File: config.mk
export PLATFORM = sky130hd
export DESIGN_NAME = spi_cfg_ctrl
export DESIGN_NICKNAME = d
export VERILOG_FILES = /design/src/rtl/spi_cfg_pkg.sv /design/src/rtl/spi_cfg_regfile.sv /design/src/rtl/spi_cfg_ctrl.sv
export SDC_FILE = /design/constraint.sdc
export NUM_CORES = 1
export LEC_CHECK = 0
export BUFFER_PORTS_ARGS = -buffer_cell sky130_fd_sc_hd__buf_2
export CELL_PAD_IN_SITES_DETAIL_PLACEMENT = 1
export CELL_PAD_IN_SITES_GLOBAL_PLACEMENT = 2
export CORE_MARGIN = 10
export CORE_UTILIZATION = 36
export DETAILED_ROUTE_END_ITERATION = 16
export GPL_ROUTABILITY_DRIVEN = 0
export GPL_TIMING_DRIVEN = 1
export PLACE_DENSITY = 0.9
export SLEW_MARGIN = 15
export SYNTH_ARGS = -nofsm -noshare
export SYNTH_HDL_FRONTEND = slang
export SYNTH_SLANG_ARGS = --single-unit
File: constraint.sdc
create_clock -name clk_in -period 6.65 [get_ports clk_in]
set_input_delay 0.9975 -clock clk_in [delete_from_list [all_inputs] [get_ports clk_in]]
set_output_delay 0.9975 -clock clk_in [all_outputs]
set_load 0.01 [all_outputs]
File: src/rtl/spi_cfg_pkg.sv
// Shared types, register map and reset values for the SPI configuration
// controller and its register file.
package spi_cfg_pkg;

    typedef enum logic [2:0] {
        IDLE,
        CMD,
        DATA,
        WAIT_END,
        ERR
    } state_t;

    localparam logic [3:0] ADDR_THR  = 4'h0;
    localparam logic [3:0] ADDR_FILT = 4'h1;
    localparam logic [3:0] ADDR_LED  = 4'h2;
    localparam logic [3:0] ADDR_ERR  = 4'h3;
    localparam logic [3:0] ADDR_ID   = 4'h4;

    localparam logic [7:0] THR_RST  = 8'd30;
    localparam logic [2:0] FILT_RST = 3'd4;
    localparam logic [1:0] LED_RST  = 2'd0;
    localparam logic [7:0] ID_VALUE = 8'hA5;
    localparam logic [7:0] FILT_MIN = 8'd2;
    localparam logic [7:0] FILT_MAX = 8'd7;

    // Read-only registers (err_count, ID) may not be targeted by a write.
    function automatic logic cmd_legal(input logic [7:0] cmd);
        return (cmd[6:4] == 3'b000) && (cmd[3:0] <= ADDR_ID)
            && !(cmd[7] && (cmd[3:0] >= ADDR_ERR));
    endfunction

    function automatic logic data_legal(input logic [3:0] addr,
                                        input logic [7:0] data);
        return (addr != ADDR_FILT)
            || ((data >= FILT_MIN) && (data <= FILT_MAX));
    endfunction

endpackage

File: src/rtl/spi_cfg_regfile.sv
// Read/write configuration registers and the read-back multiplexer.
// Read-only sources (error counter, ID) are muxed in from outside.
module spi_cfg_regfile
    import spi_cfg_pkg::*;
(
    input  logic       clk_in,
    input  logic       rst,
    input  logic       we,
    input  logic [3:0] waddr,
    input  logic [7:0] wdata,
    input  logic [3:0] raddr,
    input  logic [7:0] err_count,
    output logic [7:0] rdata,
    output logic [7:0] threshold,
    output logic [2:0] filter_len,
    output logic [1:0] led_mode
);

    always_ff @(posedge clk_in) begin
        if (rst) begin
            threshold  <= THR_RST;
            filter_len <= FILT_RST;
            led_mode   <= LED_RST;
        end else if (we) begin
            unique case (waddr)
                ADDR_THR:  threshold  <= wdata;
                ADDR_FILT: filter_len <= wdata[2:0];
                ADDR_LED:  led_mode   <= wdata[1:0];
                default: ;
            endcase
        end
    end

    always_comb begin
        rdata = 8'h00;
        unique case (raddr)
            ADDR_THR:  rdata = threshold;
            ADDR_FILT: rdata = {5'b0, filter_len};
            ADDR_LED:  rdata = {6'b0, led_mode};
            ADDR_ERR:  rdata = err_count;
            ADDR_ID:   rdata = ID_VALUE;
            default:   rdata = 8'h00;
        endcase
    end

endmodule

File: src/rtl/spi_cfg_ctrl.sv
// SPI configuration command decoder: two-byte command/data frames,
// staged writes committed at frame end, protocol error counting.
module spi_cfg_ctrl
    import spi_cfg_pkg::*;
(
    input  logic       clk_in,
    input  logic       rst,
    input  logic       frame_start,
    input  logic       frame_end,
    input  logic       rx_valid,
    input  logic [7:0] rx_byte,
    output logic [7:0] tx_byte,
    output logic       tx_load,
    output logic [7:0] cfg_threshold,
    output logic [2:0] cfg_filter_len,
    output logic [1:0] cfg_led_mode,
    output logic [7:0] err_count,
    output logic       cmd_done,
    output logic       cmd_err,
    output logic       busy
);

    state_t     state;
    state_t     nstate;
    state_t     byte_st;
    logic       cmd_wr;
    logic [3:0] cmd_addr;
    logic [7:0] staged;
    logic [7:0] rdata;
    logic [7:0] wdata;
    logic       done;
    logic       err;
    logic       commit;
    logic       cmd_ld;
    logic       stage;
    logic       rd_ld;

    // A byte arriving with frame_end in DATA commits straight from rx_byte.
    assign wdata = (state == DATA) ? rx_byte : staged;
    assign busy  = (state != IDLE);

    spi_cfg_regfile u_regfile (
        .clk_in     (clk_in),
        .rst        (rst),
        .we         (commit),
        .waddr      (cmd_addr),
        .wdata      (wdata),
        .raddr      (rx_byte[3:0]),
        .err_count  (err_count),
        .rdata      (rdata),
        .threshold  (cfg_threshold),
        .filter_len (cfg_filter_len),
        .led_mode   (cfg_led_mode)
    );

    always_comb begin
        byte_st = state;
        nstate  = state;
        done    = 1'b0;
        err     = 1'b0;
        commit  = 1'b0;
        cmd_ld  = 1'b0;
        stage   = 1'b0;
        rd_ld   = 1'b0;

        // Byte handling first, then frame end against the resulting state.
        if (rx_valid) begin
            unique case (state)
                CMD: begin
                    if (cmd_legal(rx_byte)) begin
                        byte_st = DATA;
                        cmd_ld  = 1'b1;
                        rd_ld   = ~rx_byte[7];
                    end else begin
                        byte_st = ERR;
                    end
                end
                DATA: begin
                    if (!cmd_wr || data_legal(cmd_addr, rx_byte)) begin
                        byte_st = WAIT_END;
                        stage   = 1'b1;
                    end else begin
                        byte_st = ERR;
                    end
                end
                WAIT_END: byte_st = ERR;
                default: ;
            endcase
        end

        nstate = byte_st;

        if (frame_end) begin
            unique case (byte_st)
                CMD, DATA, ERR: begin
                    nstate = IDLE;
                    err    = 1'b1;
                end
                WAIT_END: begin
                    nstate = IDLE;
                    done   = 1'b1;
                    commit = cmd_wr;
                end
                default: ;
            endcase
        end

        // A new frame always wins; an unfinished one counts as an error.
        if (frame_start) begin
            nstate = CMD;
            done   = 1'b0;
            commit = 1'b0;
            cmd_ld = 1'b0;
            stage  = 1'b0;
            rd_ld  = 1'b0;
            err    = (state != IDLE);
        end
    end

    always_ff @(posedge clk_in) begin
        if (rst) begin
            state     <= IDLE;
            cmd_wr    <= 1'b0;
            cmd_addr  <= 4'h0;
            staged    <= 8'h00;
            tx_byte   <= 8'h00;
            tx_load   <= 1'b0;
            err_count <= 8'h00;
            cmd_done  <= 1'b0;
            cmd_err   <= 1'b0;
        end else begin
            state    <= nstate;
            tx_load  <= rd_ld;
            cmd_done <= done;
            cmd_err  <= err;
            if (cmd_ld) begin
                cmd_wr   <= rx_byte[7];
                cmd_addr <= rx_byte[3:0];
            end
            if (stage) staged <= rx_byte;
            if (rd_ld) tx_byte <= rdata;
            if (err && (err_count != 8'hFF)) err_count <= err_count + 8'd1;
        end
    end

endmodule

==> impl_metrics.toml, run 1 <==
[clocking]
h-tree-depth = 2
cts_buffers = 5
clkTransAtPathRegs_ns = 0.09
clock_sinks = 48
clk_latency_ns = 0.30
post-cts-setup-buffers = 0
clock_path_buffers = 2
cts-root-buf = "clkbuf_8"
cts_tree = "yes"
hold_buffers = 0
post_cts_resized = 0

[detailed_routing]
ant_nets = 0
vias = 2047
wl_per_cell_um = 17.3
drt-initial-drc-count = 61
drt-total-wl_um = 6680
vias_per_cell = 5.32
first_pass_iters = 4
drc = 0

[global_routing]
grt_pass1_vias = 2157
grt_max_degree = 55
antenna_found_initial = 0
grt_overflow = 0
grtUsageTotal = 0.131
grt_pass1_wl_um = 11000

[logic_synthesis]
ys.flop_type = "dfxtp_1"
synth.area.top_cells = "dfxtp_1, mux2i_1, nor2_1"
yosys.cell_types.count = 57
yosysSeqAreaShare = 0.389
synth.avg_cell_area_sq_um = 9.17
synth_warnings = 0
ys_seq_elements = 48
synth-async-reset-ratio = 0
synth_top_area_share = 0.389
synth_edf_count = 0
yosysTopAreaCell = "dfxtp_1"
synth_area_sq_mm = 0.00247
syn_nets = 283
postSynthCellCount = 269

[setup_path]
crit_buf_inv = 1
critPathSlowestCell = "nor4_4"
critical_path.max_fanout = 12
cp-end-kind = "flop"
worstPathRequired_ns = 6.85
crit_arrival_ns = 3.67
critPathTopFamily = "simple AND/OR/NAND/NOR gates"
start_kind = "primary input"
crit_chain = "buf_2 -> and2_4 -> o31ai_1 -> a31oi_1 -> nor4_2 -> nand4b_1 -> nor4_4 -> mux2i_1 -> nand2b_1"
criticalPathCategory = "in2reg"
critPathMaxStageDelay_ns = 0.71

[sta]
hold_ws_ns = 0.484
setup_viol = 0
hold_viol_final = 0
finalMaxSlewViolations = 0
setup_tns_ns = 0
fin_skew_ns = 0.00429
fin_crit_sh = 0.523
slew_headroom = 0.366
period_minus_slack_ns = 3.48
max_freq_ghz = 0.288
tightest_slew_ns = 0.952
rsz0062_at_grt = "no"
finalWorstSetupSlack_ns = 3.17

[die]
core_sq_mm = 0.00672
num_io_pins = 46
dieArea_sq_mm = 0.0106
die_x_um = 103
fp.dieH_um = 103
start_util = 0.367
num_rows = 30

[cells_and_area]
stdcell_area_sq_mm = 0.00279
diodes = 0
final_cell_mix = "dfxtp_1, nor2_1, buf_2"
nNetsFinal = 319
utilization = 0.415
multi_input_area_sq_mm = 0.00138
drive_gt1_frac = 0.292
final_common_cell = "dfxtp_1"
nFillCells = 811
regArea_sq_um = 961
syn2layout_area_growth_pct = 12.9

[power]
ir_drop_mv = 0.0911
power_density_mw_per_mm2 = 190
power.leakage_nw = 1.16

[placement]
hpwl_um = 5060
dpl_cell_area_sq_mm = 0.00269
dp_slack_ns = 2.85
port_buffers = 45

[hold_path]
min_path_type = "reg2reg"

[run]
max_cap_viol_count = 0

[run_status]
outcome = "finished, final reports clean"
==> cell families after synthesis <==
logic type      synth area share
compound gates             0.138
xor+xnor                  0.0107
fa+ha+maj                0.00507
buf+inv                   0.0507
flops                      0.389
mux                        0.136
simple gates               0.270
==> report_power, final <==
part	internal, W	leakage (nW)	switching (W)	total (W)
Combinational	0.0000168	0.718	0.0000291	0.0000460
Sequential	0.000289	0.387	0.00000360	0.000293
Clock	0.0000928	0.0503	0.0000967	0.000190
Total	0.000399	1.16	0.000129	0.000528
==> tightest hold or removal path, delay by kind of cell (launching register included) <==
kind	cells	cell delay, ns
flip-flops	1	0.32
AND/OR/NAND/NOR	1	0.06
AO/OA/AOI/OAI	1	0.06
==> final timing paths <==
kind / to / slack (ns) / depth (start not counted) / start
max: u_regfile.threshold[3] / 3.17 / 9 / rx_byte[1]
min reg2reg: cmd_addr[2] / 0.48 / 2 / cmd_addr[2]
max reg2reg: u_regfile.threshold[3] / 3.86 / 8 / state[1]
min: cmd_addr[2] / 0.48 / 2 / cmd_addr[2]
==> per-layer routing <==
layer	vias to the layer above	track usage	part of all wire
li1	1013	-	-
met1	998	0.158	0.46
met2	30	0.219	0.48
met3	6	0.0422	0.051
met4	0	0.0353	0.0091
met5	-	0	0
==> metrics by stage <==
stage	cells	power (W)
floorplan	269	0.000333
global placement	378	0.000345
detailed placement	378	0.000346
CTS	385	0.000535
global route	385	0.000555
finish	385	0.000528
==> area by class of cell <==
class | instances | share of cell area
Timing Repair Buffer | 45 | 0.0808
Sequential cell | 48 | 0.345
Clock buffer | 7 | 0.0346
Multi-Input combinational cell | 199 | 0.496
Inverter | 6 | 0.00808
Tap cell | 80 | 0.0359
==> synthesized netlist by cell type (all sizes together), types with 4 or more instances <==
library cell and count:
clkbuf 10, nor2 48, mux2 10, mux2i 19, a21oi 19, nand2 18
nand2b 10, nor4 9, nor2b 4, and3 4, a211oi 7, inv 6
buf 6, nand3 6, nor3 6, dfxtp 48
==> registers in the layout, summed over array words and instances, names as in the netlist <==
name / flops
err_count: 8
staged: 8
tx_byte: 8
u_regfile.threshold: 8
cmd_addr: 4
state: 3
u_regfile.filter_len: 3
u_regfile.led_mode: 2
cmd_done: 1
cmd_err: 1
cmd_wr: 1
tx_load: 1
(Power assumes the default switching activity.)
==> run 2, diff against run 1 <==
Settings changed: CORE_UTILIZATION 36 to 30, PLACE_DENSITY 0.9 to 0.81.
Clock period 6.65 ns to 2.8 ns, I/O delays scaled along.
==> run 2 against run 1 <==
Compared with the run above: critical path depth decreased by 1; sequential power increased by 140%; core utilization decreased by 5.0 points; via count increased by 3.9%; routed wire length increased by 2.2%; non-clock buffer count increased by 15; largest power group unchanged.
==> impl_metrics.toml, run 2 (synthesized netlist as in run 1, its figures left out) <==
[hold_path]
whs_endpoint = "staged[4]"
min-delay-start = "rx_byte[4]"
holdPathStages = 3
min_path_type = "in2reg"

[global_routing]
grtUsageTotal = 0.113
grt_pass1_wl_um = 11600
antenna_found_initial = 0
grt_overflow = 0
grt_max_degree = 55
grt_pass1_vias = 2172

[clocking]
hold_buffers = 0
clock_sinks = 48
post-cts-setup-buffers = 0
post_cts_resized = 0
clock_path_buffers = 2
clkTransAtPathRegs_ns = 0.10
cts_tree = "yes"
h-tree-depth = 2
clk_latency_ns = 0.31
cts-root-buf = "clkbuf_8"
cts_buffers = 5

[setup_path]
r2r_slack_ns = 0.19
r2r-end = "err_count[7]"
cp-end-kind = "flop"
start_kind = "flop"
crit_arrival_ns = 2.82
criticalPathCategory = "reg2reg"
critPathTopFamily = "compound AO/OA/AOI/OAI gates"
crit_chain = "or3b_4 -> a211o_4 -> a21oi_2 -> o21ai_2 -> o41a_4 -> a21oi_4 -> nand3_1 -> mux2_4"
worstPathRequired_ns = 3.01
critical_path.max_fanout = 7
r2r_cells = 8
rr_startpoint = "cmd_wr"
crit_buf_inv = 0
critPathSlowestCell = "or3b_4"
critPathMaxStageDelay_ns = 0.43

[placement]
hpwl_um = 5180
dp_slack_ns = 0.0438
dpl_cell_area_sq_mm = 0.00283
port_buffers = 45

[sta]
tightest_slew_ns = 0.974
finalMaxSlewViolations = 0
rsz0062_at_grt = "no"
period_minus_slack_ns = 2.61
hold_viol_final = 0
fin_crit_sh = 0.933
fin_skew_ns = 0.00721
slew_headroom = 0.351
setup_tns_ns = 0
max_freq_ghz = 0.383
setup_viol = 0
finalWorstSetupSlack_ns = 0.186
hold_ws_ns = 0.373

[die]
num_io_pins = 46
fp.dieH_um = 111
start_util = 0.305
dieArea_sq_mm = 0.0123
die_x_um = 111
num_rows = 33
core_sq_mm = 0.00809

[power]
ir_drop_mv = 0.174
power_density_mw_per_mm2 = 455
power.leakage_nw = 1.23

[detailed_routing]
drt-initial-drc-count = 77
wl_per_cell_um = 16.0
ant_nets = 0
vias_per_cell = 4.99
vias = 2127
first_pass_iters = 4
drt-total-wl_um = 6830
drc = 0

[run_status]
outcome = "finished, final reports clean"

[cells_and_area]
drive_gt1_frac = 0.327
final_cell_mix = "dfxtp_1, nor2_1, buf_2"
stdcell_area_sq_mm = 0.00295
final_common_cell = "dfxtp_1"
syn2layout_area_growth_pct = 19.5
utilization = 0.364
diodes = 0
nNetsFinal = 334

[run]
max_cap_viol_count = 0
[run 2: cell count changes in the layout (fill, tap and decap cells not counted), sizes merged]
cell / change
clkinvlp: +1
buf: +15
clkbuf: -2
bufinv: +1
inv: +1
[run 2: final cells by class]
type | instances | area [sq um]
multi-input cells | 199 | 1380
repair buffers | 60 | 338
well taps | 105 | 131
fillers | 1002 | 5140
clock inverters | 3 | 46.3
flip-flops and latches | 48 | 961
inverters | 6 | 22.5
clock buffers | 5 | 68.8
[run 2: how the worst max path moves through the flow]
stage / start / end / cells past startpoint
after floorplan: rx_byte[1] / err_count[3] / 9
after global placement: rx_byte[2] / err_count[3] / 9
after detailed placement: rx_byte[2] / err_count[7] / 9
after CTS: cmd_wr / err_count[7] / 8
after global routing: cmd_wr / err_count[7] / 8
final: cmd_wr / err_count[7] / 8
[run 2: through the flow]
stage               power (W)  cells
finish                0.00134    426
floorplan            0.000792    269
global route          0.00140    426
CTS                   0.00136    426
detailed placement   0.000831    418
global placement     0.000830    418
[run 2: worst min-delay path: stages]
cell and delay [ns]:
buf_2 0.10, mux2i_1 0.06, nor2_1 0.07
[run 2: routing by layer]
metal,routed length [um],track usage,part of all wire,up-vias
li1,-,-,-,1049
met1,3240,0.138,0.47,1036
met2,3220,0.187,0.47,34
met3,265,0.0298,0.039,8
met4,100,0.0365,0.015,0
met5,0,0,0,-
[run 2: power by group]
group,total [W],switching [W],leakage [nW],internal [W]
registers,0.000696,0.00000847,0.387,0.000687
logic,0.000119,0.0000711,0.791,0.0000474
clock network,0.000528,0.000259,0.0548,0.000269
==> run 3, diff against run 2 <==
Settings changed: CELL_PAD_IN_SITES_DETAIL_PLACEMENT 1 to 2.
==> run 3 against run 2 <==
Compared with the run above: clock-buffer cell count is the same; critical path depth stayed put; via count increased by 1.5%; power shrank 7.3%; sequential share of layout area is 0.31 points higher; hold slack improved by 0.031 ns; core utilization fell by 0.34 points; maximum frequency about the same; non-clock buffer count unchanged; sequential power barely moved; critical path type unchanged; critical endpoint is now err_count[5]; highest routed layer unchanged.
==> impl_metrics.toml, run 3 (synthesized netlist as in run 1, its figures left out) <==
[power]
switching_share = 0.269
switchingPower_w = 0.000334
power_density_mw_per_mm2 = 426
post-layout-total-power_w = 0.00124
p_int_w = 0.000910
clockPowerShare = 0.342
ir_drop_mv = 0.165
power.leakage_nw = 1.23
comb_power_share = 0.098
seqPwrFrac = 0.560

[setup_path]
critPathSlowestCell = "or3b_4"
critPathMaxStageDelay_ns = 0.43
criticalPathCategory = "reg2reg"
start_kind = "flop"
critical_path.max_fanout = 7
worstPathRequired_ns = 3.00
crit_chain = "or3b_4 -> a211o_4 -> a21oi_2 -> o21ai_2 -> o41a_4 -> a21oi_4 -> nand3_1 -> mux2_4"
crit_arrival_ns = 2.81
cp-end-kind = "flop"
r2r_cells = 8

[die]
core_sq_mm = 0.00809
num_io_pins = 46
fp.dieH_um = 111
dieArea_sq_mm = 0.0123
start_util = 0.305
num_rows = 33
die_x_um = 111

[clocking]
clk_latency_ns = 0.31
clkTransAtPathRegs_ns = 0.10
h-tree-depth = 2
clock_path_buffers = 2
cts-root-buf = "clkbuf_8"
hold_buffers = 0
post-cts-setup-buffers = 0
clock_sinks = 48
post_cts_resized = 0
cts_tree = "yes"
cts_buffers = 5

[sta]
slew_headroom = 0.363
fin_skew_ns = 0.00716
finalMaxSlewViolations = 0
setup_viol = 0
fin_crit_sh = 0.933
setup_tns_ns = 0
period_minus_slack_ns = 2.61
hold_viol_final = 0
rsz0062_at_grt = "no"
max_freq_ghz = 0.383
hold_ws_ns = 0.404
tightest_slew_ns = 0.956

[hold_path]
holdPathStages = 3
min_path_type = "in2reg"

[detailed_routing]
drt-initial-drc-count = 46
drc = 0
first_pass_iters = 4
vias_per_cell = 5.07
drt-total-wl_um = 7450
wl_per_cell_um = 17.5
vias = 2159
ant_nets = 0

[placement]
port_buffers = 45
hpwl_um = 5840
dp_cells = 418

[run_status]
outcome = "finished, final reports clean"

[cells_and_area]
drive_gt1_frac = 0.327
diodes = 0
nNetsFinal = 334
utilization = 0.361
final_cells = 426
syn2layout_area_growth_pct = 18.4
final_cell_mix = "dfxtp_1, nor2_1, buf_2"
final_common_cell = "dfxtp_1"

[run]
max_cap_viol_count = 0

[global_routing]
grt_overflow = 0
grt_max_degree = 55
grt_pass1_wl_um = 12800
grt_pass1_vias = 2368
grtUsageTotal = 0.124
antenna_found_initial = 0
==> run 3: cell count changes in the layout (fill, tap and decap cells not counted), sizes merged <==
cell | previous run | this run
clkinv | 0 | 3
clkinvlp | 1 | 0
bufinv | 1 | 0
inv | 7 | 6
==> run 3: routing by layer <==
metal	routed length, um	GRT usage
met4	136	0.0408
met1	3300	0.148
met3	226	0.0249
met2	3780	0.215
met5	0	0
==> run 3: final cells by class <==
cell class	count	area (sq um)
clock buffer	5	68.8
tap	105	131
timing repair buffer	60	338
multi-input combinational	199	1380
sequential	48	961
clock inverter	3	18.8
inverter	6	22.5
fill	955	5170
==> run 3: stage by stage <==
step           worst slack [ns]  instance area [sq um]
4_1_cts                   0.163                   2920
3_5_place_dp             0.0281                   2830
2_1_floorplan             0.247                   2470
5_1_grt                  0.0719                   2920
3_3_place_gp             0.0888                   2830
6_report                  0.188                   2920
==> run 3: worst paths after layout <==
path	startpoint	endpoint	slack, ns
setup / recovery	cmd_wr	err_count[5]	0.19
hold / removal	rx_byte[4]	staged[4]	0.40
setup reg to reg	cmd_wr	err_count[5]	0.19
hold reg to reg	cmd_addr[2]	cmd_addr[2]	0.48
==> run 3: power by group through the flow <==
stage          Combinational [W]  Sequential, W  Clock, W
5_1_grt                 0.000136       0.000698  0.000471
2_1_floorplan          0.0000829       0.000709         0
3_5_place_dp            0.000124       0.000712         0
6_report                0.000122       0.000696  0.000426
4_1_cts                 0.000124       0.000696  0.000441
3_3_place_gp            0.000118       0.000712         0
==> run 3: critical path, delay by kind of cell (launching register included) <==
family / cells / cell delay, ns
compound gates: 5 / 1.27
mux: 1 / 0.31
simple gates: 2 / 0.57
flops: 1 / 0.34
